--- src/rtl/fpnew_aux_lanes.sv ---
// fpnew_aux_lanes: shared tag/aux/lane-mask handshake pipeline with per-lane stage enables and an in-flight credit limit
module fpnew_aux_lanes #(
  parameter int unsigned NumPipeRegs = 2,
  parameter int unsigned NumLanes = 4,
  parameter int unsigned MaxInFlight = NumPipeRegs,
  parameter type TagType = logic,
  parameter type AuxType = logic,
  parameter int unsigned CntWidth = (NumPipeRegs == 0) ? 1 : $clog2(NumPipeRegs + 1),
  localparam int unsigned EnWidth = (NumPipeRegs == 0) ? 1 : NumLanes * NumPipeRegs
) (
  input  logic                clk_i,
  input  logic                rst_i,
  input  TagType              tag_i,
  input  AuxType              aux_i,
  input  logic [NumLanes-1:0] lane_mask_i,
  input  logic                in_valid_i,
  output logic                in_ready_o,
  input  logic                flush_i,
  output TagType              tag_o,
  output AuxType              aux_o,
  output logic [NumLanes-1:0] lane_mask_o,
  output logic                out_valid_o,
  input  logic                out_ready_i,
  output logic [EnWidth-1:0]  reg_enable_o,
  output logic [CntWidth-1:0] occupancy_o,
  output logic                busy_o
);
  if (NumPipeRegs == 0) begin : gen_bypass
    logic unused;
    assign unused = ^{clk_i, rst_i, flush_i};
    assign tag_o = tag_i;
    assign aux_o = aux_i;
    assign lane_mask_o = lane_mask_i;
    assign out_valid_o = in_valid_i;
    assign in_ready_o = out_ready_i;
    assign reg_enable_o = '0;
    assign occupancy_o = '0;
    assign busy_o = in_valid_i;
  end else begin : gen_pipe
    localparam int N = NumPipeRegs;
    localparam int L = NumLanes;
    logic [N:1] valid_q;
    logic [N:0] ready;
    logic [N-1:0] en;
    logic [CntWidth-1:0] occ_q;
    logic out_hs;
    TagType tag_q [1:N];
    AuxType aux_q [1:N];
    logic [L-1:0] mask_q [1:N];
    TagType tag_s [0:N];
    AuxType aux_s [0:N];
    logic [L-1:0] mask_s [0:N];
    always_comb begin
      tag_s[0] = tag_i;
      aux_s[0] = aux_i;
      mask_s[0] = lane_mask_i;
      for (int i = 1; i <= N; i++) begin
        tag_s[i] = tag_q[i];
        aux_s[i] = aux_q[i];
        mask_s[i] = mask_q[i];
      end
    end
    always_comb begin
      ready = '0;
      en = '0;
      reg_enable_o = '0;
      ready[N] = out_ready_i;
      for (int i = N - 1; i >= 0; i--) ready[i] = ready[i+1] | ~valid_q[i+1];
      out_hs = valid_q[N] & out_ready_i;
      in_ready_o = ready[0] & ((occ_q < CntWidth'(MaxInFlight)) | out_hs);
      en[0] = in_valid_i & in_ready_o;
      for (int i = 1; i < N; i++) en[i] = ready[i] & valid_q[i];
      for (int i = 0; i < N; i++)
        for (int l = 0; l < L; l++)
          reg_enable_o[l*N+i] = en[i] & mask_s[i][l];
    end
    always_ff @(posedge clk_i) begin
      if (rst_i) begin
        valid_q <= '0;
        occ_q <= '0;
        for (int i = 1; i <= N; i++) begin
          tag_q[i] <= '0;
          aux_q[i] <= '0;
          mask_q[i] <= '0;
        end
      end else begin
        for (int i = 0; i < N; i++) begin
          if (ready[i]) valid_q[i+1] <= en[i];
          if (en[i]) begin
            tag_q[i+1] <= tag_s[i];
            aux_q[i+1] <= aux_s[i];
            mask_q[i+1] <= mask_s[i];
          end
        end
        occ_q <= flush_i ? '0 : occ_q + CntWidth'(en[0]) - CntWidth'(out_hs);
        if (flush_i) valid_q <= '0;
      end
    end
    assign tag_o = tag_s[N];
    assign aux_o = aux_s[N];
    assign lane_mask_o = mask_s[N];
    assign out_valid_o = valid_q[N];
    assign occupancy_o = occ_q;
    assign busy_o = in_valid_i | (|valid_q);
  end
endmodule

--- config.mk ---
export PLATFORM = sky130hd
export DESIGN_NAME = fpnew_aux_lanes
export DESIGN_NICKNAME = d
export VERILOG_FILES = /design/src/rtl/fpnew_aux_lanes.sv
export SDC_FILE = /design/constraint.sdc
export NUM_CORES = 1
export LEC_CHECK = 0
export BUFFER_PORTS_ARGS = -buffer_cell sky130_fd_sc_hd__buf_4
export CORE_UTILIZATION = 48
export CTS_BUF_LIST = sky130_fd_sc_hd__clkbuf_16
export DETAILED_ROUTE_END_ITERATION = 16
export GPL_TIMING_DRIVEN = 0
export PLACE_DENSITY = 0.76
export SYNTH_ARGS = -nofsm -noshare
export SYNTH_HDL_FRONTEND = slang
export SYNTH_SLANG_ARGS = --single-unit
--- constraint.sdc ---
create_clock -name clk_i -period 2.2 [get_ports clk_i]
set_input_delay 0.11 -clock clk_i [delete_from_list [all_inputs] [get_ports clk_i]]
set_output_delay 0.11 -clock clk_i [all_outputs]
set_load 0.1 [all_outputs]
======== After elaboration in Yosys (flattened, before gate mapping) ========
Memory sizes are Yosys's and may differ from the RTL's.
Index checks and enable logic that the tools add are counted.
Widths: inputs -> output; s select.
cells by class
  mux-type cells .......................... 14
  magnitude comparators ................... 1
  reductions and logical operators ........ 2
  bitwise operators ....................... 24
  $add $sub $neg .......................... 2
operator list
  cell                number
  $and 1x1->1         12
  $mux 1              12
  $or 1x1->1          10
  $mux 4              2
  $reduce_or 2->1     2
  $add 2x1->2         1
  $lt 2x2->1 const B  1
  $not 1->1           2
  $sub 2x1->2         1
word-level totals
  bits of input ports ..................... 11
  memory bits (writable) .................. 12
  flip-flop bits (word level) ............. 4
  output and inout port bits .............. 19
  memories kept ........................... 3
memories
  memory           depth  width  rd ports  clocked after memory_dff  wr ports  line  text
  gen_pipe.mask_q  2      4      2         0                         2         49    logic [L-1:0] mask_q [1:N];
  gen_pipe.aux_q   2      1      2         0                         2         48    AuxType aux_q [1:N];
  gen_pipe.tag_q   2      1      2         0                         2         47    TagType tag_q [1:N];

======== Depth between registers and ports, before layout ========
Gate-level depths: netlist of the first run.
  depth in word-level cells ............... 9
  gate-level depth with buffers ........... 8
  depth with buffers taken out ............ 8

======== Worst setup path after synthesis of the first run ========
Ideal clock, no wire load.
  path type ............................... reg2out
  start ................................... register gen_pipe.valid_q[2] in the netlist's numbering
  end ..................................... output reg_enable_o[0]
  stages on the path, launching flop included .. 4
  setup slack ............................. -1.504 ns
  arrival time ............................ 3.594 ns
  cells stage by stage .................... dfxtp_1 > nand2_1 > buf_6 > a211oi_1
between the ends
  longest elaborated chain between the ends .. 6
  elaborated cells on any way between the ends .. 8
ends and longest elaborated chain
  element                          line  text
  start, declared                  42    logic [N:1] valid_q;
  start signal, assigned by index  88    if (ready[i]) valid_q[i+1] <= en[i];
  $not 1->1                        68    for (int i = N - 1; i >= 0; i--) ready[i] = ready[i+1] | ~valid_q[i+1];
  $or 1x1->1 (2 in a row)          68
  $and 1x1->1 *                    70    in_ready_o = ready[0] & ((occ_q < CntWidth'(MaxInFlight)) | out_hs);
  $and 1x1->1 *                    71    en[0] = in_valid_i & in_ready_o;
  $and 1x1->1 *                    75    reg_enable_o[l*N+i] = en[i] & mask_s[i][l];
  end, declared                    24    output logic [EnWidth-1:0] reg_enable_o,
Mark *: on every way between the ends. The rest lies on a longest branch, timed or not.

==> reports/results.tsv, run 1 <==
stage	metric	value	unit
synth	synth warn	0	
global_routing	met2 Resource Use GR	0.360	
clocking	CTS tree	built	
global_routing	GRT Overall Usage	0.206	
die	row cnt	15	
synth	EDFF count, synth	12	
job	Max-Cap Viols	0	
sta	Slew HR	0.448	
detailed_routing	Via density	5.47	
sta	Least-Margin Pin Slew	0.819	ns
detailed_routing	Routed WL	1760	um
die	Die Y-Extent	45.5	um
detailed_routing	drc violations	0	
detailed_routing	drt first-iter violations	6	
synth	predominant post-synthesis flop cell	edfxtp_1	
detailed_routing	DR pass1 iterations	4	
clocking	cts hold-fix bufs	0	
die	core area	1750	sq um
sta	RSZ-0062 raised after global routing	false	
synth	Seq/Total Area, Yosys	0.485	
sta	Final Hold Fails	0	
global_routing	first-pass GRT wire length	2980	um
clocking	Reg clk slew, reported paths	0.05	ns
clocking	CTS Sinks	16	
clocking	clock latency at the later pin of the worst-skew pair	0.24	ns
sta	fin crit period	1.80	ns
global_routing	GR peak layer	met2	
worst_setup_path	internal reg-to-reg setup slack	0.40	ns
global_routing	vias in the first global route	648	
worst_setup_path	RR Endpoint	gen_pipe.aux_q[2]	
final_layout	commonest cells after routing, fill and taps aside	buf_4 (30), edfxtp_1 (12), inv_1 (9)	
pwr	switching share of power	0.300	
min_path	endpoint of the worst hold path	occupancy_o[1]	
sta	Final Skew	0.00311	ns
placement	Final Wtd Congestion	0.800	
global_routing	largest net degree at the start of global routing	11	
final_layout	Fillers	138	
min_path	worst min path class	primary input to flop	
worst_setup_path	CP Cell Sequence	inv_1 > buf_2 > o21ai_0	
placement	pre-CTS setup slack	0.402	ns
worst_setup_path	Critical-path top delay cell	o21ai_0	
clocking	CTS Buf Count	3	
synth	asr flop ratio synth	0	
synth	Seq cells post-synth	16	
sta	crit share post-route	0.818	
global_routing	met1 GRT Util	0.237	
synth	syn nets	83	
worst_setup_path	r2r startpoint	gen_pipe.valid_q[1]	
placement	Buffers on Ports	29	
die	Top Ports	30	
worst_setup_path	Worst Setup Start Kind	flop	
sta	final worst slack	0.400	ns
global_routing	initial antenna violation count	0	
global_routing	global route total overflow	0	
synth	Synth cell types	30	
pwr	Worst VDD drop	0.411	mV
global_routing	met3 Use GR	0.0476	
sta	total negative slack	0	ns
die	DIE WIDTH	45.5	um
clocking	clock root buffer	clkbuf_16	
run_status	status	completed	
sta	setup violators final	0	
detailed_routing	vias post-DR	700	
sta	Peak Freq	556	MHz
die	Initial Utilization	0.520	
clocking	PostCTS Resize Cnt	0	
final_layout	Ant. Diodes	0	
final_layout	share of post-route cells with drive strength above 1	0.553	
worst_setup_path	highest net fanout along the worst path	10	
clocking	post-CTS setup repair buffer count	0	
worst_setup_path	crit path DAT	1.67	ns
pwr	NetSw	0.275	mW
final_layout	commonest non-fill, non-tap cell in the layout	buf_4	
detailed_routing	Detail Route Antenna Nets	0	
min_path	Hold Startpoint	flush_i	
sta	Slew Limit Fails	0	
worst_setup_path	Required @ worst endpoint	2.07	ns
synth	Mapped Cells	70	
pwr	Total Power	0.918	mW
placement	placed cells	124	
worst_setup_path	Critical Path Sink Type	flop	
worst_setup_path	class of the most critical setup path	flop to flop	
pwr	sequential share of power	0.383	
min_path	hold path cells	2	
pwr	Combinational Power Share	0.240	
final_layout	final net count	117	
pwr	Leak	0.525	nW
synth	Mapped Area	908	sq um
detailed_routing	Avg WL per Cell	13.8	um
clocking	H-tree lvl count	1	
pwr	internal power	0.643	mW
die	Die Area	2070	sq um
placement	Final HPWL DP	1340	um
worst_setup_path	Crit path largest cell delay	0.69	ns
pwr	Clk pwr share	0.378	
final_layout	Area Growth Syn to Fin	43.9	%
synth	mean post-synth cell area	13.0	sq um
worst_setup_path	r2r worst-path depth	3	
sta	hold slack	0.0547	ns
final_layout	final cell count without fillers	128	
pwr	Cell Pwr Density	702	nW/um^2
clocking	clock tree buffer depth	2	
==> logic make-up (layout without fill, tap and decap cells) <==
kind of cell | count (synthesis) | count (layout) | synth area share
buffers and inverters | 13 | 46 | 0.0758
flip-flops | 16 | 16 | 0.485
XOR/XNOR | 1 | 1 | 0.0248
adder cells (fa/ha/maj) | 2 | 2 | 0.0275
multiplexers | 1 | 1 | 0.0110
AND/OR/NAND/NOR | 20 | 20 | 0.191
AO/OA/AOI/OAI | 17 | 17 | 0.185
==> flip-flops by register name, summed over array words and instances, names as in the netlist <==
signal and cells:
gen_pipe.tag_q 2, occupancy_o 2, gen_pipe.mask_q 8, gen_pipe.valid_q 2, gen_pipe.aux_q 2
==> critical path, delay by kind of cell (launching register included) <==
| kind | cells | cell delay (ns) |
|---|---|---|
| flip-flops | 1 | 0.44 |
| buffers and inverters | 2 | 0.29 |
| AO/OA/AOI/OAI | 1 | 0.69 |
==> layer usage <==
layer,up-vias,wire (um),part of all wire
li1,337,-,-
met1,336,711,0.40
met2,23,943,0.54
met3,4,81,0.046
met4,0,25,0.014
met5,-,0,0
==> layout make-up <==
type                            count  area [sq um]  share of cell area
Timing Repair Buffer               29           218               0.167
Clock buffer                        3          75.1              0.0574
Sequential cell                    16           442               0.338
Clock inverter                      1          3.75             0.00287
Inverter                            9          33.8              0.0258
Buffer                              4          35.0              0.0268
Multi-Input combinational cell     41           469               0.359
Tap cell                           25          31.3              0.0239
==> cells in the mapped netlist (all sizes together), types with 2 or more instances <==
cell type / n / share of area
edfxtp: 12 / 0.40
inv: 9 / 0.037
nor4b: 6 / 0.092
a2111oi: 4 / 0.066
a211oi: 4 / 0.033
buf: 4 / 0.039
dfxtp: 4 / 0.088
nor3b: 4 / 0.033
and2: 2 / 0.015
ha: 2 / 0.028
nand2: 2 / 0.0083
o2111a: 2 / 0.025
o21ai: 2 / 0.011
==> worst max path at each step <==
| stage | start | end | slack (ns) |
|---|---|---|---|
| 6_report | gen_pipe.valid_q[1] | gen_pipe.aux_q[2] | 0.40 |
| 5_1_grt | gen_pipe.valid_q[1] | gen_pipe.tag_q[2] | 0.27 |
| 4_1_cts | gen_pipe.valid_q[1] | gen_pipe.aux_q[2] | 0.40 |
| 3_5_place_dp | gen_pipe.valid_q[1] | gen_pipe.mask_q[2][2] | 0.40 |
| 3_3_place_gp | gen_pipe.valid_q[1] | gen_pipe.mask_q[2][2] | 0.43 |
| 2_1_floorplan | gen_pipe.valid_q[2] | reg_enable_o[1] | -0.07 |
==> metrics by stage <==
stage / area, sq um / util
detailed placement: 1230 / 0.704
finish: 1310 / 0.749
floorplan: 980 / -
global placement: 1230 / 0.704
global route: 1310 / 0.749
CTS: 1310 / 0.749
==> power groups by stage <==
| stage | clock network, mW | registers [mW] | logic, mW |
|---|---|---|---|
| global route | 0.364 | 0.354 | 0.229 |
| floorplan | 0 | 0.412 | 0.114 |
| finish | 0.347 | 0.351 | 0.220 |
| detailed placement | 0 | 0.357 | 0.221 |
| global placement | 0 | 0.356 | 0.218 |
| CTS | 0.356 | 0.351 | 0.221 |
Power figures use the tool's default switching activity.
==> run 2: changes to the inputs <==
--- a/config.mk
+++ b/config.mk
@@ -6,11 +6,11 @@
 export NUM_CORES = 1
 export LEC_CHECK = 0
 export BUFFER_PORTS_ARGS = -buffer_cell sky130_fd_sc_hd__buf_4
-export CORE_UTILIZATION = 48
+export CORE_UTILIZATION = 44
 export CTS_BUF_LIST = sky130_fd_sc_hd__clkbuf_16
 export DETAILED_ROUTE_END_ITERATION = 16
 export GPL_TIMING_DRIVEN = 0
-export PLACE_DENSITY = 0.76
+export PLACE_DENSITY = 0.74
 export SYNTH_ARGS = -nofsm -noshare
 export SYNTH_HDL_FRONTEND = slang
 export SYNTH_SLANG_ARGS = --single-unit
==> constraint.sdc (replaced) <==
create_clock -name clk_i -period 1.6 [get_ports clk_i]
set_input_delay 0.08 -clock clk_i [delete_from_list [all_inputs] [get_ports clk_i]]
set_output_delay 0.08 -clock clk_i [all_outputs]
set_load 0.1 [all_outputs]
==> run 2 against run 1 <==
Effect of this change: first-iteration DRC count up 17%; cell count up 1.6%; clock-buffer cell count unchanged; critical path depth up 5; final area up 8.2%; worst hold slack worse by 0.041 ns; clock skew up 0.00070 ns; clock power up 37%; sequential share of layout area down 1.9 points; setup slack worse by 0.37 ns; global-route usage down 2.6 points; via count down 1.6%; largest cell class unchanged; largest power group unchanged.
==> reports/results.tsv, run 2 (synthesis gave the netlist of run 1 again) <==
stage	metric	value	unit
clocking	H-tree lvl count	1	
worst_setup_path	CP most frequent cell	ha_1	
clocking	CTS Buf Count	3	
sta	Peak Freq	638	MHz
final_layout	commonest cells after routing, fill and taps aside	buf_4 (25), edfxtp_1 (12), inv_1 (8)	
job	Max-Cap Viols	0	
sta	Slew Limit Fails	0	
sta	final worst slack	0.0317	ns
detailed_routing	drc violations	0	
global_routing	GRT Overall Usage	0.180	
pwr	Cell Pwr Density	902	nW/um^2
final_layout	number of flip-flops under the largest register name	8	
detailed_routing	vias post-DR	689	
die	Die Y-Extent	47.4	um
global_routing	largest net degree at the start of global routing	11	
clocking	CTS tree	built	
clocking	clock latency at the later pin of the worst-skew pair	0.24	ns
final_layout	final net count	117	
min_path	worst min path class	primary input to flop	
final_layout	largest register by flop count	gen_pipe.mask_q	
global_routing	vias in the first global route	644	
clocking	clock root buffer	clkbuf_16	
die	row cnt	16	
global_routing	global route total overflow	0	
die	Die Area	2250	sq um
detailed_routing	Detail Route Antenna Nets	0	
pwr	Leak	0.550	nW
worst_setup_path	Worst Setup Start Kind	flop	
global_routing	first-pass GRT wire length	2720	um
worst_setup_path	Required @ worst endpoint	1.77	ns
worst_setup_path	Crit path largest cell delay	0.41	ns
global_routing	initial antenna violation count	0	
final_layout	Area Growth Syn to Fin	55.8	%
detailed_routing	Via density	5.30	
clocking	CTS Sinks	16	
worst_setup_path	class of the most critical setup path	flop to flop	
sta	Final Hold Fails	0	
worst_setup_path	Critical-path top delay cell	dfxtp_4	
sta	fin crit period	1.57	ns
detailed_routing	Routed WL	1770	um
die	core area	1940	sq um
worst_setup_path	Critical Path Sink Type	flop	
final_layout	Ant. Diodes	0	
placement	Buffers on Ports	29	
worst_setup_path	crit path DAT	1.74	ns
final_layout	share of post-route cells with drive strength above 1	0.631	
clocking	clock tree buffer depth	2	
sta	Final Skew	0.00381	ns
detailed_routing	drt first-iter violations	7	
placement	Final HPWL DP	1290	um
die	DIE WIDTH	47.4	um
sta	crit share post-route	0.980	
clocking	post-CTS setup repair buffer count	0	
sta	Slew HR	0.615	
pwr	Worst VDD drop	0.519	mV
die	Initial Utilization	0.468	
final_layout	commonest non-fill, non-tap cell in the layout	buf_4	
placement	pre-CTS setup slack	-0.239	ns
die	Top Ports	30	
clocking	Reg clk slew, reported paths	0.05	ns
sta	Least-Margin Pin Slew	0.577	ns
sta	RSZ-0062 raised after global routing	true	
detailed_routing	Avg WL per Cell	13.6	um
detailed_routing	DR pass1 iterations	4	
placement	Final Wtd Congestion	0.817	
sta	total negative slack	0	ns
sta	setup violators final	0	
worst_setup_path	highest net fanout along the worst path	8	
run_status	status	completed	
worst_setup_path	CP Cell Sequence	nand2_4 > inv_4 > o21ai_1 > ha_1 > inv_1 > ha_1 > xnor3_1 > nor3_2	
run 2: path summary, 6_finish.rpt:
path,startpoint,endpoint,slack [ns],cells past startpoint
max,gen_pipe.valid_q[2],occupancy_o[1],0.03,8
max reg2reg,gen_pipe.valid_q[2],occupancy_o[1],0.03,8
min,flush_i,occupancy_o[1],0.01,2
min reg2reg,gen_pipe.valid_q[1],gen_pipe.valid_q[2],0.55,1
run 2: critical path: cells and delay by family, from the launching register on:
kind	cells	cell delay (ns)
adder cells (fa/ha/maj)	2	0.44
AO/OA/AOI/OAI	1	0.07
AND/OR/NAND/NOR	2	0.19
flip-flops	1	0.41
XOR/XNOR	1	0.23
buffers and inverters	2	0.15
run 2: layout make-up:
cell class | count | area, sq um
Timing Repair Buffer | 29 | 241
Clock buffer | 3 | 75.1
Buffer | 4 | 45.0
Inverter | 9 | 36.3
Tap cell | 27 | 33.8
Clock inverter | 1 | 3.75
Multi-Input combinational cell | 41 | 528
Sequential cell | 16 | 452
Fill cell | 141 | 527
run 2: layer usage:
metal,global-route usage,up-vias,share of wire
met4,0.0857,0,0.013
met5,0,-,0
met2,0.312,22,0.55
met3,0.0340,3,0.034
met1,0.214,327,0.40
li1,-,337,-
run 2: timing repair:
action                     4_1_cts  5_1_grt
pin swaps                        0        0
setup endpoints to repair       11       11
gates resized for setup          5       12
hold buffers                     0        0
run 2: where the power goes:
group          internal, mW  switching, mW
clock                 0.331          0.147
combinational        0.0900          0.228
sequential            0.469         0.0123
run 2: through the flow:
stage | util | total power [mW] | std cells | hold slack (ns) | cell area (sq um)
6_report | 0.729 | 1.28 | 130 | 0.0137 | 1420
2_1_floorplan | - | 0.728 | 70 | 0.147 | 1030
3_3_place_gp | 0.658 | 0.794 | 126 | 0.263 | 1280
5_1_grt | 0.729 | 1.31 | 130 | 0.0148 | 1420
4_1_cts | 0.705 | 1.28 | 130 | 0.0132 | 1370
3_5_place_dp | 0.658 | 0.799 | 126 | 0.270 | 1280
